`src/rtl/div_seq_ctrl.sv`:
```
// Divisor sequencer: steps ClkDiv's B_n through a small table, advancing after a programmed
// number of out_clk rises. Optional wrap-around mode is enabled by defining DIV_SEQ_LOOP_EN.
module div_seq_ctrl #(
   parameter int unsigned CNT_BW   = 13,
   parameter int unsigned DEPTH    = 8,
   parameter int unsigned HOLD_BW  = 8,
   parameter int unsigned IDLE_DIV = 1,
   localparam int unsigned AW      = $clog2(DEPTH)
) (
   input  logic              in_clk,
   input  logic              rst,
   input  logic              wr_en,
   input  logic [AW-1:0]     wr_addr,
   input  logic [CNT_BW-1:0] wr_data,
   input  logic [AW:0]       num_steps,
   input  logic [HOLD_BW-1:0] hold_edges,
   input  logic              start,
   input  logic              abort,
`ifdef DIV_SEQ_LOOP_EN
   input  logic              loop,
`endif
   input  logic              out_clk,
   output logic [CNT_BW-1:0] B_n,
   output logic              busy,
   output logic              done,
   output logic [AW-1:0]     step_idx
);

   localparam logic [CNT_BW-1:0] IdleDiv = CNT_BW'(IDLE_DIV);
   localparam logic [AW:0]       DepthW  = (AW+1)'(DEPTH);

   typedef enum logic [1:0] {StIdle, StRun, StDone} state_e;

   state_e               state_q;
   logic [CNT_BW-1:0]    tbl_q [DEPTH];
   logic                 out_clk_q;
   logic [HOLD_BW-1:0]   cnt_q;
   logic [HOLD_BW-1:0]   hold_eff_q;
   logic [AW:0]          last_q;

   logic                 rise;
   logic [HOLD_BW:0]     cnt_inc;
   logic                 cnt_hit;
   logic [AW-1:0]        idx_inc;
   logic [AW:0]          steps_eff;
   logic [HOLD_BW-1:0]   hold_eff;

   always_comb begin
      rise    = out_clk & ~out_clk_q;
      cnt_inc = {1'b0, cnt_q} + (HOLD_BW+1)'(1);
      cnt_hit = (cnt_inc == {1'b0, hold_eff_q});
      idx_inc = step_idx + AW'(1);
      if (num_steps == '0) begin
         steps_eff = (AW+1)'(1);
      end else if (num_steps > DepthW) begin
         steps_eff = DepthW;
      end else begin
         steps_eff = num_steps;
      end
      hold_eff = (hold_edges == '0) ? HOLD_BW'(1) : hold_edges;
   end

   // Table: zero divisors are promoted to 1 so ClkDiv is never handed a 0.
   always_ff @(posedge in_clk) begin
      if (rst) begin
         for (int i = 0; i < DEPTH; i++) begin
            tbl_q[i] <= CNT_BW'(1);
         end
      end else if (wr_en && !busy) begin
         tbl_q[wr_addr] <= (wr_data == '0) ? CNT_BW'(1) : wr_data;
      end
   end

   always_ff @(posedge in_clk) begin
      if (rst) begin
         state_q    <= StIdle;
         out_clk_q  <= 1'b0;
         cnt_q      <= '0;
         hold_eff_q <= HOLD_BW'(1);
         last_q     <= '0;
         B_n        <= IdleDiv;
         busy       <= 1'b0;
         done       <= 1'b0;
         step_idx   <= '0;
      end else begin
         out_clk_q <= out_clk;
         case (state_q)
            StIdle: begin
               B_n      <= IdleDiv;
               busy     <= 1'b0;
               done     <= 1'b0;
               step_idx <= '0;
               if (start && !abort) begin
                  state_q    <= StRun;
                  busy       <= 1'b1;
                  B_n        <= tbl_q[0];
                  cnt_q      <= '0;
                  hold_eff_q <= hold_eff;
                  last_q     <= steps_eff - (AW+1)'(1);
               end
            end
            StRun: begin
               if (abort) begin
                  state_q  <= StIdle;
                  busy     <= 1'b0;
                  B_n      <= IdleDiv;
                  step_idx <= '0;
                  cnt_q    <= '0;
               end else if (rise) begin
                  if (!cnt_hit) begin
                     cnt_q <= cnt_inc[HOLD_BW-1:0];
                  end else if ({1'b0, step_idx} != last_q) begin
                     step_idx <= idx_inc;
                     B_n      <= tbl_q[idx_inc];
                     cnt_q    <= '0;
`ifdef DIV_SEQ_LOOP_EN
                  end else if (loop) begin
                     step_idx <= '0;
                     B_n      <= tbl_q[0];
                     cnt_q    <= '0;
`endif
                  end else begin
                     // Last step complete: B_n keeps the final divisor for the DONE cycle.
                     state_q <= StDone;
                     busy    <= 1'b0;
                     done    <= 1'b1;
                  end
               end
            end
            StDone: begin
               state_q  <= StIdle;
               done     <= 1'b0;
               busy     <= 1'b0;
               B_n      <= IdleDiv;
               step_idx <= '0;
               cnt_q    <= '0;
            end
            default: begin
               state_q <= StIdle;
            end
         endcase
      end
   end

endmodule
```
`config.mk`:
```
export PLATFORM = sky130hd
export DESIGN_NAME = div_seq_ctrl
export DESIGN_NICKNAME = d
export VERILOG_FILES = /design/src/rtl/div_seq_ctrl.sv
export SDC_FILE = /design/constraint.sdc
export NUM_CORES = 1
export LEC_CHECK = 0
export ABC_AREA = 1
export ABC_CLOCK_PERIOD_IN_PS = 6600
export CORE_ASPECT_RATIO = 0.8
export CORE_UTILIZATION = 45
export DETAILED_ROUTE_END_ITERATION = 7
export GPL_ROUTABILITY_DRIVEN = 0
export PLACE_DENSITY = 0.6
export SYNTH_ARGS = -nofsm -noshare
export SYNTH_HDL_FRONTEND = slang
export SYNTH_SLANG_ARGS = --single-unit
```
`constraint.sdc`:
```
create_clock -name in_clk -period 6.6 [get_ports in_clk]
set_input_delay 1.32 -clock in_clk [delete_from_list [all_inputs] [get_ports in_clk]]
set_output_delay 1.32 -clock in_clk [all_outputs]
set_load 0.005 [all_outputs]
```
==> flow_metrics.tcl, run 1 <==
set metrics [dict create \
    status "finished, final reports clean" \
    portBuffers 51 \
    dieArea_mm2 0.0162 \
    irDropWorstVdd_mv 0.214 \
    cp-endpoint "tbl_q[4][0]" \
    route.vias.total 5753 \
    hold_viol 0 \
    h-tree-depth 4 \
    period_needed_ns 3.86 \
    worstPathMaxFanout 34 \
    drc 0 \
    vias_per_cell 5.35 \
    die_x_um 142 \
    grt_pass1_vias 5259 \
    die_y_um 114 \
    fillerInstances 1439 \
    tightest_slew_ns 0.960 \
    slew_headroom_pct 35.7 \
    startpoint_type "input port" \
    wl_um 19000 \
    rows 40 \
    fmax_mhz 259 \
    initial_core_util_pct 46.4 \
    synth_cell_types 34 \
    ys_seq_area_share_pct 56.0 \
    cts_resized 0 \
    grt_max_degree 69 \
    synth_area_per_cell_um2 8.59 \
    synth_nets 860 \
    clkTransAtPathRegs_ns 0.06 \
    fin_crit_sh_pct 58.4 \
    core_area_mm2 0.0152 \
    leakage_uw 0.00319 \
    yosys_warnings 0 \
    cp-startpoint "rst" \
    r2r-start "step_idx[0]" \
    layout.nets 893 \
    hold_ws_ns 0.457 \
    ant_nets 0 \
    critPathRequiredTime_ns 6.67 \
    ios 52 \
    power_density_mw_per_mm2 392 \
    setup_viol 0 \
    min_path_type "flop to flop" \
    cts_tree "done" \
    crit_path_end_kind "flop" \
    drv_cap 0 \
    cts_setup_buffers 0 \
    grt_overflow 0 \
    rr_endpoint "B_n[8]" \
    drt_first_pass_iters 5 \
    syn_area_mm2 0.00704 \
    clock_path_buffers 2 \
    reg2reg_depth 9 \
    worstSetupPathType "input port to flop" \
    syn_inst 819 \
    wl_per_cell_um 17.7 \
    dp_hpwl_um 13100 \
    finClkSkew_ns 0.00891 \
    slew_viol_final 0 \
    n_antenna_cell 0 \
    cts_buffers 17 \
    rsz0062_at_grt "no" \
    setup_tns_ns 0 \
    clk_latency_ns 0.43 \
    grt_pass1_wl_um 29400 \
    drive_above_1_share_pct 6.47 \
    r2r_setup_slack_ns 3.36 \
    clockRootBuffer "clkbuf_16" \
    cts_sinks 145 \
    antenna_found_initial 0 \
    synth_seq_cells 145 \
    area_growth_pct 16.7 \
    critPathArrivalTime_ns 3.92 \
    dr.first_iter.drc_count 567 \
    grt_usage_pct 24.9 \
    cts_hold_buf 0 \
]
-- cells by family (layout without fill, tap and decap cells) --
kind of cell | Yosys count | count (layout) | synth area share [%]
adder cells (fa/ha/maj) | 7 | 7 | 1.24
flip-flops | 145 | 145 | 56.0
buffers and inverters | 119 | 165 | 6.95
AO/OA/AOI/OAI | 157 | 157 | 12.2
XOR/XNOR | 3 | 3 | 0.373
AND/OR/NAND/NOR | 388 | 388 | 23.2
-- how the worst min path moves through the flow --
stage          cells after the start  slack, ns        end       from
2_1_floorplan                      2       0.44  last_q[3]  last_q[3]
3_3_place_gp                       2       0.45  last_q[3]  last_q[3]
3_5_place_dp                       2       0.45  last_q[3]  last_q[3]
4_1_cts                            2       0.46  last_q[3]  last_q[3]
5_1_grt                            2       0.48    B_n[10]    B_n[10]
6_report                           2       0.46  last_q[3]  last_q[3]
-- sequential cells by signal, indices dropped and copies added, names as in the netlist --
register / flops
B_n: 13
busy: 1
cnt_q: 8
done: 1
hold_eff_q: 8
last_q: 4
out_clk_q: 1
state_q: 2
step_idx: 3
tbl_q: 104
-- area by class of cell --
type / count / area (µm²) / share of cell area [%]
clock buffer: 17 / 425 / 5.18
clock inverter: 15 / 134 / 1.63
inverter: 78 / 293 / 3.56
multi-input combinational: 555 / 2610 / 31.8
sequential: 145 / 3950 / 48.0
tap: 210 / 263 / 3.20
timing repair buffer: 55 / 541 / 6.58
-- per-layer routing --
metal / up-vias / wire, µm / track usage (%)
li1: 2800 / - / -
met1: 2686 / 9030 / 37.3
met2: 247 / 8010 / 35.6
met3: 20 / 1670 / 5.92
met4: 0 / 296 / 7.31
met5: - / 0 / 0
-- synth_stat cells, drive strengths merged --
| master | number | area share (%) |
|---|---|---|
| nand3 | 50 | 3.8 |
| dfxtp | 41 | 12 |
| o21bai | 1 | 0.11 |
| edfxtp | 104 | 44 |
| nor2 | 204 | 11 |
| nor3 | 4 | 0.28 |
| xnor2 | 2 | 0.25 |
| ha | 7 | 1.2 |
| clkbuf | 30 | 1.7 |
| o21ai | 85 | 6.0 |
| inv | 72 | 3.8 |
| a211oi | 1 | 0.11 |
| a21oi | 42 | 3.0 |
| nand2 | 119 | 6.8 |
| nand4 | 4 | 0.36 |
| o211ai | 26 | 2.8 |
| nand3b | 3 | 0.32 |
| nor4 | 4 | 0.36 |
| a31oi | 2 | 0.18 |
| xor2 | 1 | 0.12 |
| buf | 11 | 1.1 |
| clkinv | 6 | 0.32 |
-- power breakdown --
group / internal (µW) / total (µW) / switching, µW
Sequential: 1070 / 1150 / 77.7
Combinational: 366 / 1160 / 793
Clock: 520 / 918 / 398
-- per-stage QoR --
step | utilization [%] | power (µW) | instance area [µm²] | setup WS [ns] | std cells
after floorplan | - | 1980 | 7040 | 3.61 | 819
after global placement | 50.5 | 2290 | 7650 | 2.45 | 1043
after detailed placement | 50.5 | 2300 | 7650 | 2.36 | 1043
after CTS | 54.2 | 3210 | 8210 | 2.80 | 1075
after global routing | 54.2 | 3420 | 8210 | 2.45 | 1075
final | 54.2 | 3220 | 8210 | 2.74 | 1075
-- cell usage in the layout, fill, tap and decap left out, types with 2 or more instances in the layout --
cell	n
a21oi_1	41
a31oi_1	2
buf_4	4
clkbuf_16	17
clkdlybuf4s50_1	51
clkinv_1	8
clkinv_4	3
clkinvlp_4	4
dfxtp_1	40
edfxtp_1	104
ha_1	7
inv_1	67
inv_2	5
inv_6	4
nand2_1	113
nand2_2	3
nand2_4	3
nand3_1	46
nand3_2	4
nand3b_1	3
nand4_1	4
nor2_1	200
nor2_4	3
nor3_1	4
nor4_1	4
o211ai_1	26
o21ai_0	80
o21ai_1	5
-- critical path: stages --
cell and delay, ns:
clkdlybuf4s50_1 0.71, inv_1 0.15, buf_4 0.39, nand3b_1 0.17
nor2_1 0.18, inv_1 0.10, nor2_1 0.20, inv_1 0.23
nand2_1 0.45
(Power assumes the default switching activity.)
==> run 2, diff against run 1 <==
--- a/config.mk
+++ b/config.mk
@@ -6,12 +6,12 @@
 export NUM_CORES = 1
 export LEC_CHECK = 0
 export ABC_AREA = 1
-export ABC_CLOCK_PERIOD_IN_PS = 6600
+export ABC_CLOCK_PERIOD_IN_PS = 3400
 export CORE_ASPECT_RATIO = 0.8
 export CORE_UTILIZATION = 45
 export DETAILED_ROUTE_END_ITERATION = 7
 export GPL_ROUTABILITY_DRIVEN = 0
-export PLACE_DENSITY = 0.6
+export PLACE_DENSITY = 0.62
 export SYNTH_ARGS = -nofsm -noshare
 export SYNTH_HDL_FRONTEND = slang
 export SYNTH_SLANG_ARGS = --single-unit
==> constraint.sdc (replaced) <==
create_clock -name in_clk -period 3.4 [get_ports in_clk]
set_input_delay 0.68 -clock in_clk [delete_from_list [all_inputs] [get_ports in_clk]]
set_output_delay 0.68 -clock in_clk [all_outputs]
set_load 0.005 [all_outputs]
==> flow_metrics.tcl, run 2 (synthesized netlist as in run 1, its figures left out) <==
set metrics [dict create \
    final_util_pct 54.7 \
    largest_reg_flops 104 \
    antenna_found_initial 0 \
    drt_first_pass_iters 5 \
    largest-register "tbl_q" \
    setup_viol 0 \
    grt_overflow 0 \
    critPathArrivalTime_ns 3.08 \
    r2r-start "step_idx[0]" \
    rows 40 \
    ios 52 \
    startpoint_type "input port" \
    critPathRequiredTime_ns 3.76 \
    period_needed_ns 2.72 \
    dieArea_mm2 0.0162 \
    place_inst 1050 \
    cts_hold_buf 0 \
    final_common_cell "nor2_1" \
    n_antenna_cell 0 \
    wl_um 18700 \
    status "finished, final reports clean" \
    r2r_setup_slack_ns 0.82 \
    fillerInstances 1396 \
    fin_crit_sh_pct 80.0 \
    irDropWorstVdd_mv 0.372 \
    worstSetupPathType "input port to flop" \
    dr.first_iter.drc_count 530 \
    cts_setup_buffers 0 \
    area_growth_pct 17.9 \
    hold_viol 0 \
    grt_pass1_wl_um 29600 \
    total_power_uw 6330 \
    worstPathMaxFanout 12 \
    clkTransAtPathRegs_ns 0.06 \
    crit_path_end_kind "flop" \
    clk_latency_ns 0.43 \
    grt_usage_pct 24.6 \
    pre_cts_ws_ns 0.320 \
    die_y_um 114 \
    rr_endpoint "B_n[6]" \
    stdcell_count 1082 \
    wl_per_cell_um 17.3 \
    dp_hpwl_um 12700 \
    cp-startpoint "abort" \
    rsz0062_at_grt "no" \
    drv_cap 0 \
    cts_tree "done" \
    seqCellArea_mm2 0.00395 \
    layout_common_cells "200 x nor2_1, 113 x nand2_1, 104 x edfxtp_1" \
    cts_resized 0 \
    drc 0 \
    finClkSkew_ns 0.00622 \
    clockRootBuffer "clkbuf_16" \
    power_density_mw_per_mm2 763 \
    slew_headroom_pct 31.4 \
    cp-endpoint "B_n[4]" \
    ant_nets 0 \
    vias_per_cell 5.39 \
    slew_viol_final 0 \
    cts_buffers 17 \
    initial_core_util_pct 46.4 \
    layout.nets 900 \
    tightest_slew_ns 1.03 \
    core_area_mm2 0.0152 \
    h-tree-depth 4 \
    grt_max_degree 66 \
    cts_sinks 145 \
    portBuffers 51 \
    die_x_um 142 \
    grt_pass1_vias 5499 \
    multi_input_area_mm2 0.00261 \
    clock_path_buffers 2 \
    leakage_uw 0.00324 \
    route.vias.total 5837 \
    reg2reg_depth 9 \
    fin_ws_ns 0.680 \
    setup_tns_ns 0 \
    drive_above_1_share_pct 7.22 \
    min_path_type "flop to flop" \
    reg.largest.list "tbl_q (104), B_n (13)" \
    fmax_mhz 368 \
]
[run 2: cell types whose count changed in the layout (fill, tap and decap cells not counted), sizes merged]
| cell | delta |
|---|---|
| buf | +7 |
| bufinv | +2 |
| clkinv | +2 |
| inv | -4 |
[run 2: critical path, cell delays in order]
cell,delay [ns]
clkdlybuf4s50_1,0.52
inv_2,0.14
nand2_1,0.15
nor2_1,0.81
o211ai_1,0.18
o21ai_0,0.28
nand3_1,0.16
a21oi_1,0.16
[run 2: layer usage]
layer,vias up,track usage [%],wire length (µm),part of all wire [%]
met5,-,0,0,0
li1,2812,-,-,-
met3,19,5.84,1460,7.8
met1,2756,35.8,8760,47
met2,250,37.1,8320,44
met4,0,5.66,199,1.1
[run 2: power breakdown]
| group | switching (µW) | leakage, µW | internal [µW] |
|---|---|---|---|
| combinational | 1510 | 0.00157 | 714 |
| clock | 739 | 0.000280 | 1150 |
| sequential | 152 | 0.00139 | 2070 |
| total | 2400 | 0.00324 | 3930 |
[run 2: worst min path at each step]
stage              start        end  slack (ns)  depth (start not counted)
2_1_floorplan  last_q[3]  last_q[3]        0.44                          2
3_3_place_gp   last_q[3]  last_q[3]        0.45                          2
3_5_place_dp   last_q[3]  last_q[3]        0.45                          2
4_1_cts        last_q[3]  last_q[3]        0.46                          2
5_1_grt          B_n[12]    B_n[12]        0.49                          2
6_report       last_q[3]  last_q[3]        0.46                          2
[run 2: stage by stage]
stage,instance area [µm²],hold slack (ns)
CTS,8300,0.461
global route,8300,0.486
global placement,7710,0.449
detailed placement,7710,0.451
finish,8300,0.459
floorplan,7040,0.436
[run 2: area by class of cell]
cell class                 count  share of cell area [%]
timing repair buffer          62                    7.14
tap                          210                    3.17
clock inverter                15                    2.03
multi-input combinational    555                    31.5
clock buffer                  17                    5.12
sequential                   145                    47.5
inverter                      78                    3.53
